`config.mk`:
```
export PLATFORM = sky130hd
export DESIGN_NAME = apf_cfg_regbank_flat
export DESIGN_NICKNAME = d
export VERILOG_FILES = /design/src/rtl/apf_cfg_regbank_if.sv /design/src/rtl/apf_cfg_regbank.sv /design/src/flat_wrapper.sv
export SDC_FILE = /design/constraint.sdc
export NUM_CORES = 1
export LEC_CHECK = 0
export BUFFER_PORTS_ARGS = -buffer_cell sky130_fd_sc_hd__buf_2
export CORE_MARGIN = 10
export CORE_UTILIZATION = 44
export CTS_CLUSTER_SIZE = 28
export DETAILED_ROUTE_END_ITERATION = 10
export PLACE_DENSITY = 0.71
export SLEW_MARGIN = 10
export SYNTH_ARGS = -nofsm -noshare
export SYNTH_HDL_FRONTEND = slang
export SYNTH_SLANG_ARGS = --single-unit
```
`constraint.sdc`:
```
create_clock -name clk -period 1.95 [get_ports clk]
set_input_delay 0.0975 -clock clk [delete_from_list [all_inputs] [get_ports clk]]
set_output_delay 0.0975 -clock clk [all_outputs]
set_load 0.02 [all_outputs]
```
`src/rtl/apf_cfg_regbank_if.sv`:
```
// APF bridge register-access bus: address, one-cycle rd/wr strobes, data.
// Latency: none (plain wires); read data is registered inside the slave.
// Backpressure: none; the slave accepts every strobe in the cycle it is seen.
//
// Signals:
//   bridge_endian_little  1 = data as-is, 0 = byte-swapped on both data paths
//   bridge_addr           byte address, bits [1:0] ignored by the slave
//   bridge_rd / bridge_wr one-cycle request strobes
//   bridge_wr_data        write data
//   bridge_rd_data        read data, valid the cycle after bridge_rd
interface apf_cfg_regbank_if;
    logic        bridge_endian_little;
    logic [31:0] bridge_addr;
    logic        bridge_rd;
    logic [31:0] bridge_rd_data;
    logic        bridge_wr;
    logic [31:0] bridge_wr_data;

    modport master (
        output bridge_endian_little,
        output bridge_addr,
        output bridge_rd,
        output bridge_wr,
        output bridge_wr_data,
        input  bridge_rd_data
    );

    modport slave (
        input  bridge_endian_little,
        input  bridge_addr,
        input  bridge_rd,
        input  bridge_wr,
        input  bridge_wr_data,
        output bridge_rd_data
    );
endinterface

```
`src/rtl/apf_cfg_regbank.sv`:
```
// Bridge-addressable caption config bank; writes land in a pending copy that commits to live on vsync rise.
// Latency: read data 1 cycle after bridge_rd; wr_pulse/commit_pulse 1 cycle after the causing edge.
// Backpressure: none; every bridge strobe is serviced in the cycle it arrives.
//
// Ports: clk, rst_n (async, active-low); bridge (slave modport of apf_cfg_regbank_if);
//   vid_vs (vsync, same domain); cfg_* live config outputs; cfg_scratch = words 5..NUM_REGS-1,
//   word 5 in the LSBs; wr_pulse[i] on accepted write to word i; commit_pulse on pending->live copy.
// Build option: define APF_CFG_SHADOW_EN for pending/live shadowing with frame-boundary commit;
//   without it a single register set drives cfg_* directly.
module apf_cfg_regbank #(
    parameter int          NUM_REGS  = 8,
    parameter logic [31:0] BASE_ADDR = 32'h0000_1000,
    parameter logic [31:0] ID_VALUE  = 32'h5452_0001
) (
    input  logic                       clk,
    input  logic                       rst_n,
    apf_cfg_regbank_if.slave           bridge,
    input  logic                       vid_vs,
    output logic                       cfg_enable,
    output logic                       cfg_mode,
    output logic [14:0]                cfg_caption_color,
    output logic [7:0]                 cfg_caption_y,
    output logic [32*(NUM_REGS-5)-1:0] cfg_scratch,
    output logic [NUM_REGS-1:0]        wr_pulse,
    output logic                       commit_pulse
);
    localparam int          AW        = $clog2(NUM_REGS);
    localparam logic [14:0] COLOR_RST = 15'h7FFF;
    localparam logic [7:0]  Y_RST     = 8'd128;

    function automatic logic [31:0] bswap32(input logic [31:0] d);
        return {d[7:0], d[15:8], d[23:16], d[31:24]};
    endfunction

    // Pending (bridge-visible) copy
    logic [1:0]  ctrl_q, ctrl_d;
    logic [14:0] color_q, color_d;
    logic [7:0]  y_q, y_d;
    logic [31:0] scr_q [5:NUM_REGS-1];
    logic [31:0] scr_d [5:NUM_REGS-1];

    logic        dirty_q, dirty_d;
    logic        err_q, err_d;
    logic        vs_q;
    logic [15:0] frame_cnt_q;
    logic [31:0] rd_data_q;
    logic [NUM_REGS-1:0] wr_pulse_q;
    logic        commit_pulse_q;

    logic                base_hit;
    logic [AW-1:0]       idx;
    logic [NUM_REGS-1:0] hit;
    logic                in_range, wr_ok, wr_rw, acc_bad, vs_rise, commit_evt;
    logic [31:0]         wdat, rd_word;
    logic                unused_addr_lsb;

    assign unused_addr_lsb = ^bridge.bridge_addr[1:0];

    // Base is aligned to the power-of-two block, so the upper bits select the bank
    // and the low AW word bits index within it.
    assign base_hit = (bridge.bridge_addr[31:2+AW] == BASE_ADDR[31:2+AW]);
    assign idx      = bridge.bridge_addr[2+AW-1:2];

    always_comb begin
        for (int i = 0; i < NUM_REGS; i++) begin
            hit[i] = base_hit && (idx == AW'(i));
        end
    end

    assign in_range = |hit;
    assign wr_ok    = bridge.bridge_wr && in_range;
    assign wr_rw    = wr_ok && !hit[3] && !hit[4];
    assign acc_bad  = (bridge.bridge_rd || bridge.bridge_wr) && !in_range;
    assign wdat     = bridge.bridge_endian_little ? bridge.bridge_wr_data : bswap32(bridge.bridge_wr_data);
    assign vs_rise  = vid_vs && !vs_q;

    // Read mux sees pre-write state, so a same-cycle write is not reflected.
    always_comb begin
        rd_word = '0;
        if (hit[0]) rd_word = {30'b0, ctrl_q};
        if (hit[1]) rd_word = {17'b0, color_q};
        if (hit[2]) rd_word = {24'b0, y_q};
        if (hit[3]) rd_word = {frame_cnt_q, 14'b0, err_q, dirty_q};
        if (hit[4]) rd_word = ID_VALUE;
        for (int i = 5; i < NUM_REGS; i++) begin
            if (hit[i]) rd_word = scr_q[i];
        end
    end

    always_comb begin
        ctrl_d  = ctrl_q;
        color_d = color_q;
        y_d     = y_q;
        scr_d   = scr_q;
        if (wr_ok) begin
            if (hit[0]) ctrl_d  = wdat[1:0];
            if (hit[1]) color_d = wdat[14:0];
            if (hit[2]) y_d     = wdat[7:0];
            for (int i = 5; i < NUM_REGS; i++) begin
                if (hit[i]) scr_d[i] = wdat;
            end
        end
    end

    // A bad access in the same cycle as an err-clear wins: the error is newer.
    always_comb begin
        err_d = err_q;
        if (wr_ok && hit[3] && wdat[1]) err_d = 1'b0;
        if (acc_bad)                    err_d = 1'b1;
    end

`ifdef APF_CFG_SHADOW_EN
    logic        commit_now;
    logic [1:0]  ctrl_l_q;
    logic [14:0] color_l_q;
    logic [7:0]  y_l_q;
    logic [31:0] scr_l_q [5:NUM_REGS-1];

    assign commit_now = wr_ok && hit[0] && wdat[31];
    assign commit_evt = commit_now || vs_rise;

    // commit_now copies the merged pending state; a plain vs rise copies the
    // pre-write state so a coincident write waits for the next frame.
    always_comb begin
        if (commit_now)   dirty_d = 1'b0;
        else if (vs_rise) dirty_d = wr_rw;
        else              dirty_d = dirty_q || wr_rw;
    end

    always_ff @(posedge clk or negedge rst_n) begin
        if (!rst_n) begin
            ctrl_l_q  <= '0;
            color_l_q <= COLOR_RST;
            y_l_q     <= Y_RST;
            for (int i = 5; i < NUM_REGS; i++) scr_l_q[i] <= '0;
        end else if (commit_now) begin
            ctrl_l_q  <= ctrl_d;
            color_l_q <= color_d;
            y_l_q     <= y_d;
            scr_l_q   <= scr_d;
        end else if (vs_rise) begin
            ctrl_l_q  <= ctrl_q;
            color_l_q <= color_q;
            y_l_q     <= y_q;
            scr_l_q   <= scr_q;
        end
    end

    assign cfg_enable        = ctrl_l_q[0];
    assign cfg_mode          = ctrl_l_q[1];
    assign cfg_caption_color = color_l_q;
    assign cfg_caption_y     = y_l_q;
    always_comb begin
        cfg_scratch = '0;
        for (int i = 5; i < NUM_REGS; i++) cfg_scratch[32*(i-5) +: 32] = scr_l_q[i];
    end
`else
    assign dirty_d    = 1'b0;
    assign commit_evt = wr_rw;

    assign cfg_enable        = ctrl_q[0];
    assign cfg_mode          = ctrl_q[1];
    assign cfg_caption_color = color_q;
    assign cfg_caption_y     = y_q;
    always_comb begin
        cfg_scratch = '0;
        for (int i = 5; i < NUM_REGS; i++) cfg_scratch[32*(i-5) +: 32] = scr_q[i];
    end
`endif

    always_ff @(posedge clk or negedge rst_n) begin
        if (!rst_n) begin
            ctrl_q         <= '0;
            color_q        <= COLOR_RST;
            y_q            <= Y_RST;
            for (int i = 5; i < NUM_REGS; i++) scr_q[i] <= '0;
            dirty_q        <= 1'b0;
            err_q          <= 1'b0;
            vs_q           <= 1'b0;
            frame_cnt_q    <= '0;
            rd_data_q      <= '0;
            wr_pulse_q     <= '0;
            commit_pulse_q <= 1'b0;
        end else begin
            ctrl_q         <= ctrl_d;
            color_q        <= color_d;
            y_q            <= y_d;
            scr_q          <= scr_d;
            dirty_q        <= dirty_d;
            err_q          <= err_d;
            vs_q           <= vid_vs;
            if (vs_rise) frame_cnt_q <= frame_cnt_q + 16'd1;
            if (bridge.bridge_rd) begin
                rd_data_q <= bridge.bridge_endian_little ? rd_word : bswap32(rd_word);
            end
            wr_pulse_q     <= wr_ok ? hit : '0;
            commit_pulse_q <= commit_evt;
        end
    end

    assign bridge.bridge_rd_data = rd_data_q;
    assign wr_pulse              = wr_pulse_q;
    assign commit_pulse          = commit_pulse_q;
endmodule

```
`src/flat_wrapper.sv`:
```
// flat-port wrapper written by rule: the top's interface ports become plain ports
module apf_cfg_regbank_flat 
#(
    parameter int          NUM_REGS  = 8,
    parameter logic [31:0] BASE_ADDR = 32'h0000_1000,
    parameter logic [31:0] ID_VALUE  = 32'h5452_0001
)
  (clk, rst_n, vid_vs, cfg_enable, cfg_mode, cfg_caption_color, cfg_caption_y, cfg_scratch, wr_pulse, commit_pulse, bridge_bridge_endian_little, bridge_bridge_addr, bridge_bridge_rd, bridge_bridge_wr, bridge_bridge_wr_data, bridge_bridge_rd_data);
  apf_cfg_regbank_if bridge_i ();
  input  logic clk;
  input  logic rst_n;
  input  logic vid_vs;
  output logic cfg_enable;
  output logic cfg_mode;
  output logic [14:0] cfg_caption_color;
  output logic [7:0] cfg_caption_y;
  output logic [32*(NUM_REGS-5)-1:0] cfg_scratch;
  output logic [NUM_REGS-1:0] wr_pulse;
  output logic commit_pulse;
  input wire logic [$bits(bridge_i.bridge_endian_little)-1:0] bridge_bridge_endian_little;
  input wire logic [$bits(bridge_i.bridge_addr)-1:0] bridge_bridge_addr;
  input wire logic [$bits(bridge_i.bridge_rd)-1:0] bridge_bridge_rd;
  input wire logic [$bits(bridge_i.bridge_wr)-1:0] bridge_bridge_wr;
  input wire logic [$bits(bridge_i.bridge_wr_data)-1:0] bridge_bridge_wr_data;
  output wire logic [$bits(bridge_i.bridge_rd_data)-1:0] bridge_bridge_rd_data;
  assign bridge_i.bridge_endian_little = bridge_bridge_endian_little;
  assign bridge_i.bridge_addr = bridge_bridge_addr;
  assign bridge_i.bridge_rd = bridge_bridge_rd;
  assign bridge_i.bridge_wr = bridge_bridge_wr;
  assign bridge_i.bridge_wr_data = bridge_bridge_wr_data;
  assign bridge_bridge_rd_data = bridge_i.bridge_rd_data;
  apf_cfg_regbank #(.NUM_REGS(NUM_REGS), .BASE_ADDR(BASE_ADDR), .ID_VALUE(ID_VALUE)) u_core (.clk(clk), .rst_n(rst_n), .bridge(bridge_i), .vid_vs(vid_vs), .cfg_enable(cfg_enable), .cfg_mode(cfg_mode), .cfg_caption_color(cfg_caption_color), .cfg_caption_y(cfg_caption_y), .cfg_scratch(cfg_scratch), .wr_pulse(wr_pulse), .commit_pulse(commit_pulse));
endmodule
```
==> out/qor.txt <==
max_slew headroom -> 0.604
Post-Synthesis Cell Area -> 0.00909 mm^2
RSZ-0062 raised after global routing -> no
most frequent CP cell -> o221ai_1
port bufs -> 229
Cell Pwr Density -> 728 mW/mm^2
Worst path max stage delay -> 0.54 ns
final hold vios -> 0
Syn Area/Cell -> 11.9 um^2
Core Area -> 0.0203 mm^2
crit path DAT -> 2.16 ns
FF-to-FF Start -> u_core.cfg_caption_color[3]
vias in the first global route -> 7417
HPWL Detailed -> 22000 um
H-tree levels -> 4
DRC viols -> 0
endpoint class of the critical path -> flip-flop
gr ovfl total -> 0
vias per inst -> 5.69
Worst-path clk slew -> 0.07 ns
Placed Area -> 0.0108 mm^2
Slew @ Worst Pin -> 0.594 ns
number of buffers and inverters on the critical path -> 0
DR vias -> 7306
R2R Path End -> u_core.bridge.bridge_rd_data[3]
chip height -> 164 um
Max Fclk -> 0.552 GHz
TritonCTS clock tree -> done
Area Growth Syn to Fin -> 25.8%
Die W -> 164 um
Leak Pwr -> 5.79 nW
HP Class -> primary input to flip-flop
CP max-delay cell -> dfstp_2
status -> finished clean
Async SR Flop Fraction -> 1.00
CTS root buffer -> clkbuf_16
total CTS buffers -> 17
Tmin final -> 1.81 ns
post-route ant nets -> 0
die area -> 0.0268 mm^2
main flop type after synthesis -> dfrtp_1
clock skew -> 0.00660 ns
initial antenna violation count -> 0
# nets final -> 1073
total of max-cap violations -> 0
detailed-route wire length per cell -> 22.9 um
postcts setup bufs -> 0
initial DRC count -> 486
Syn Inst Count -> 764
Crit Path Class -> flip-flop to flip-flop
drt total wl -> 29500 um
Max IR drop VDD -> 0.000645 V
Total GRT Usage -> 0.217
largest delay contributor family on the critical path -> compound AO/OA/AOI/OAI gates
Initial Util -> 0.448
sequential area share after synthesis -> 0.498
RD Place Congestion -> 0.846
largest net degree at the start of global routing -> 56
Setup crit start kind -> flip-flop
Synth cell types -> 62
worst hold slack -> 0.0463 ns
hold path cells -> 2
Ys Warns -> 0
proportion of layout cells with a drive suffix above 1 -> 0.433
I/O pins -> 232
CP Cell Sequence -> or3b_2 > a21boi_0 > o221ai_1 > o221ai_1
global-route wire length before repair -> 44700 um
period utilisation layout -> 0.929
Worst Path Max Fanout -> 3
number of synthesized flops with an enable pin -> 0
# clock sinks -> 180
Worst EP required -> 2.30 ns
Setup Viol. Count Final -> 0
clock latency at the later pin of the worst-skew pair -> 0.43 ns
Post-Syn Nets -> 835
TritonRoute pass-1 iters -> 4
Cell Rows -> 52
post-route design area -> 0.0114 mm^2
Max clock buf depth -> 2
worst hold endpoint -> u_core.wr_pulse[0]
reg2reg setup slack -> 0.14 ns
HP Start -> bridge_bridge_addr[2]
diode count -> 0
Slew Viols, Final -> 0
#FFs+latches synth -> 180
R2R cell count -> 4
[metrics by stage]
stage               worst slack [ns]  power (mW)  instances   util  setup TNS (ns)
floorplan                      0.194        4.34        764      -               0
global placement             -0.0551        4.71       1250  0.531           -1.37
detailed placement            -0.103        4.72       1250  0.531           -4.29
CTS                            0.132        8.33       1285  0.563               0
global route                  0.0134        8.59       1285  0.563               0
finish                         0.138        8.32       1285  0.563               0
[timing repair]
item                                   CTS  global route
endpoints found under the hold margin   53             0
resized for setup                        0             0
hold buffers                             3             0
[layout make-up]
cell class,instances,area [um^2]
tap,270,338
timing repair buffer,275,1660
clock buffer,19,443
multi-input combinational,494,4160
clock inverter,13,180
inverter,34,128
fill,1749,8870
sequential,180,4520
[power breakdown]
| part | internal [mW] | leakage [nW] | total [mW] | switching (mW) |
|---|---|---|---|---|
| Sequential | 3.79 | 2.43 | 3.88 | 0.0896 |
| Clock | 2.18 | 0.300 | 3.65 | 1.48 |
| Combinational | 0.308 | 3.05 | 0.777 | 0.469 |
| Total | 6.28 | 5.79 | 8.32 | 2.03 |
[Yosys cell counts, types with 15 or more instances]
cell / number / area share
dfrtp_1: 164 / 0.45
mux2_2: 102 / 0.13
mux2_1: 54 / 0.067
nor2_1: 37 / 0.015
inv_1: 34 / 0.014
clkbuf_1: 29 / 0.012
o32ai_1: 29 / 0.028
nor3_1: 28 / 0.015
mux2i_1: 27 / 0.030
nand2_1: 18 / 0.0074
dfstp_2: 16 / 0.046
nand3_1: 15 / 0.0083
nor2b_1: 15 / 0.010
[kinds of logic (layout without fill, tap and decap cells)]
family	after synthesis	count (layout)	synth area share
AOI/OAI and AO/OA	109	109	0.0914
and+or+nand+nor	185	185	0.124
adders and majority gates	1	1	0.00138
xor gates and xnor gates	15	15	0.0145
buffers and inverters	90	341	0.0452
muxes	184	184	0.226
DFF	180	180	0.498
[routing by layer]
| metal | vias to the layer above | wire [um] | GRT usage |
|---|---|---|---|
| met5 | - | 0 | 0 |
| met4 | 0 | 852 | 0.0808 |
| met3 | 43 | 2560 | 0.0701 |
| met2 | 288 | 13600 | 0.338 |
| met1 | 3657 | 12400 | 0.276 |
| li1 | 3318 | - | - |
[worst max path at each step]
stage,from,end,slack [ns],depth (start not counted)
after floorplan,bridge_bridge_addr[15],u_core.cfg_scratch[26],0.19,5
after global placement,bridge_bridge_addr[14],u_core.cfg_scratch[94],-0.06,6
after detailed placement,bridge_bridge_addr[14],u_core.cfg_scratch[64],-0.10,6
after CTS,u_core.cfg_caption_color[3],u_core.bridge.bridge_rd_data[3],0.13,4
after global routing,u_core.cfg_caption_color[3],u_core.bridge.bridge_rd_data[3],0.01,4
final,u_core.cfg_caption_color[3],u_core.bridge.bridge_rd_data[3],0.14,4
[flip-flops by register name, indices dropped and copies added, names as in the netlist, 2 cells and up]
signal and flops:
u_core.bridge.bridge_rd_data 32, u_core.cfg_scratch 96, u_core.cfg_caption_y 8, u_core.cfg_caption_color 15, u_core.frame_cnt_q 16, u_core.wr_pulse 8
u_core.ctrl_q 2
[layout by cell type (no fill, tap or decap), types with 6 or more instances in the layout]
| cell type | n |
|---|---|
| nand4_1 | 8 |
| o211ai_1 | 6 |
| buf_2 | 228 |
| a21oi_1 | 12 |
| clkbuf_16 | 17 |
| nand2b_1 | 11 |
| mux2_1 | 54 |
| nor2_1 | 37 |
| nand3_1 | 15 |
| mux2i_1 | 27 |
| dfrtp_1 | 164 |
| nor2b_1 | 15 |
| xnor2_1 | 10 |
| mux2_2 | 102 |
| a211oi_1 | 13 |
| nor3_1 | 28 |
| buf_4 | 31 |
| o32ai_1 | 29 |
| dfstp_2 | 16 |
| buf_12 | 12 |
| nand4b_1 | 8 |
| o22ai_1 | 7 |
| o21ai_0 | 10 |
| inv_1 | 34 |
| and4_1 | 6 |
| nand2_1 | 18 |
Note: power is estimated with default switching activity, not from simulation.
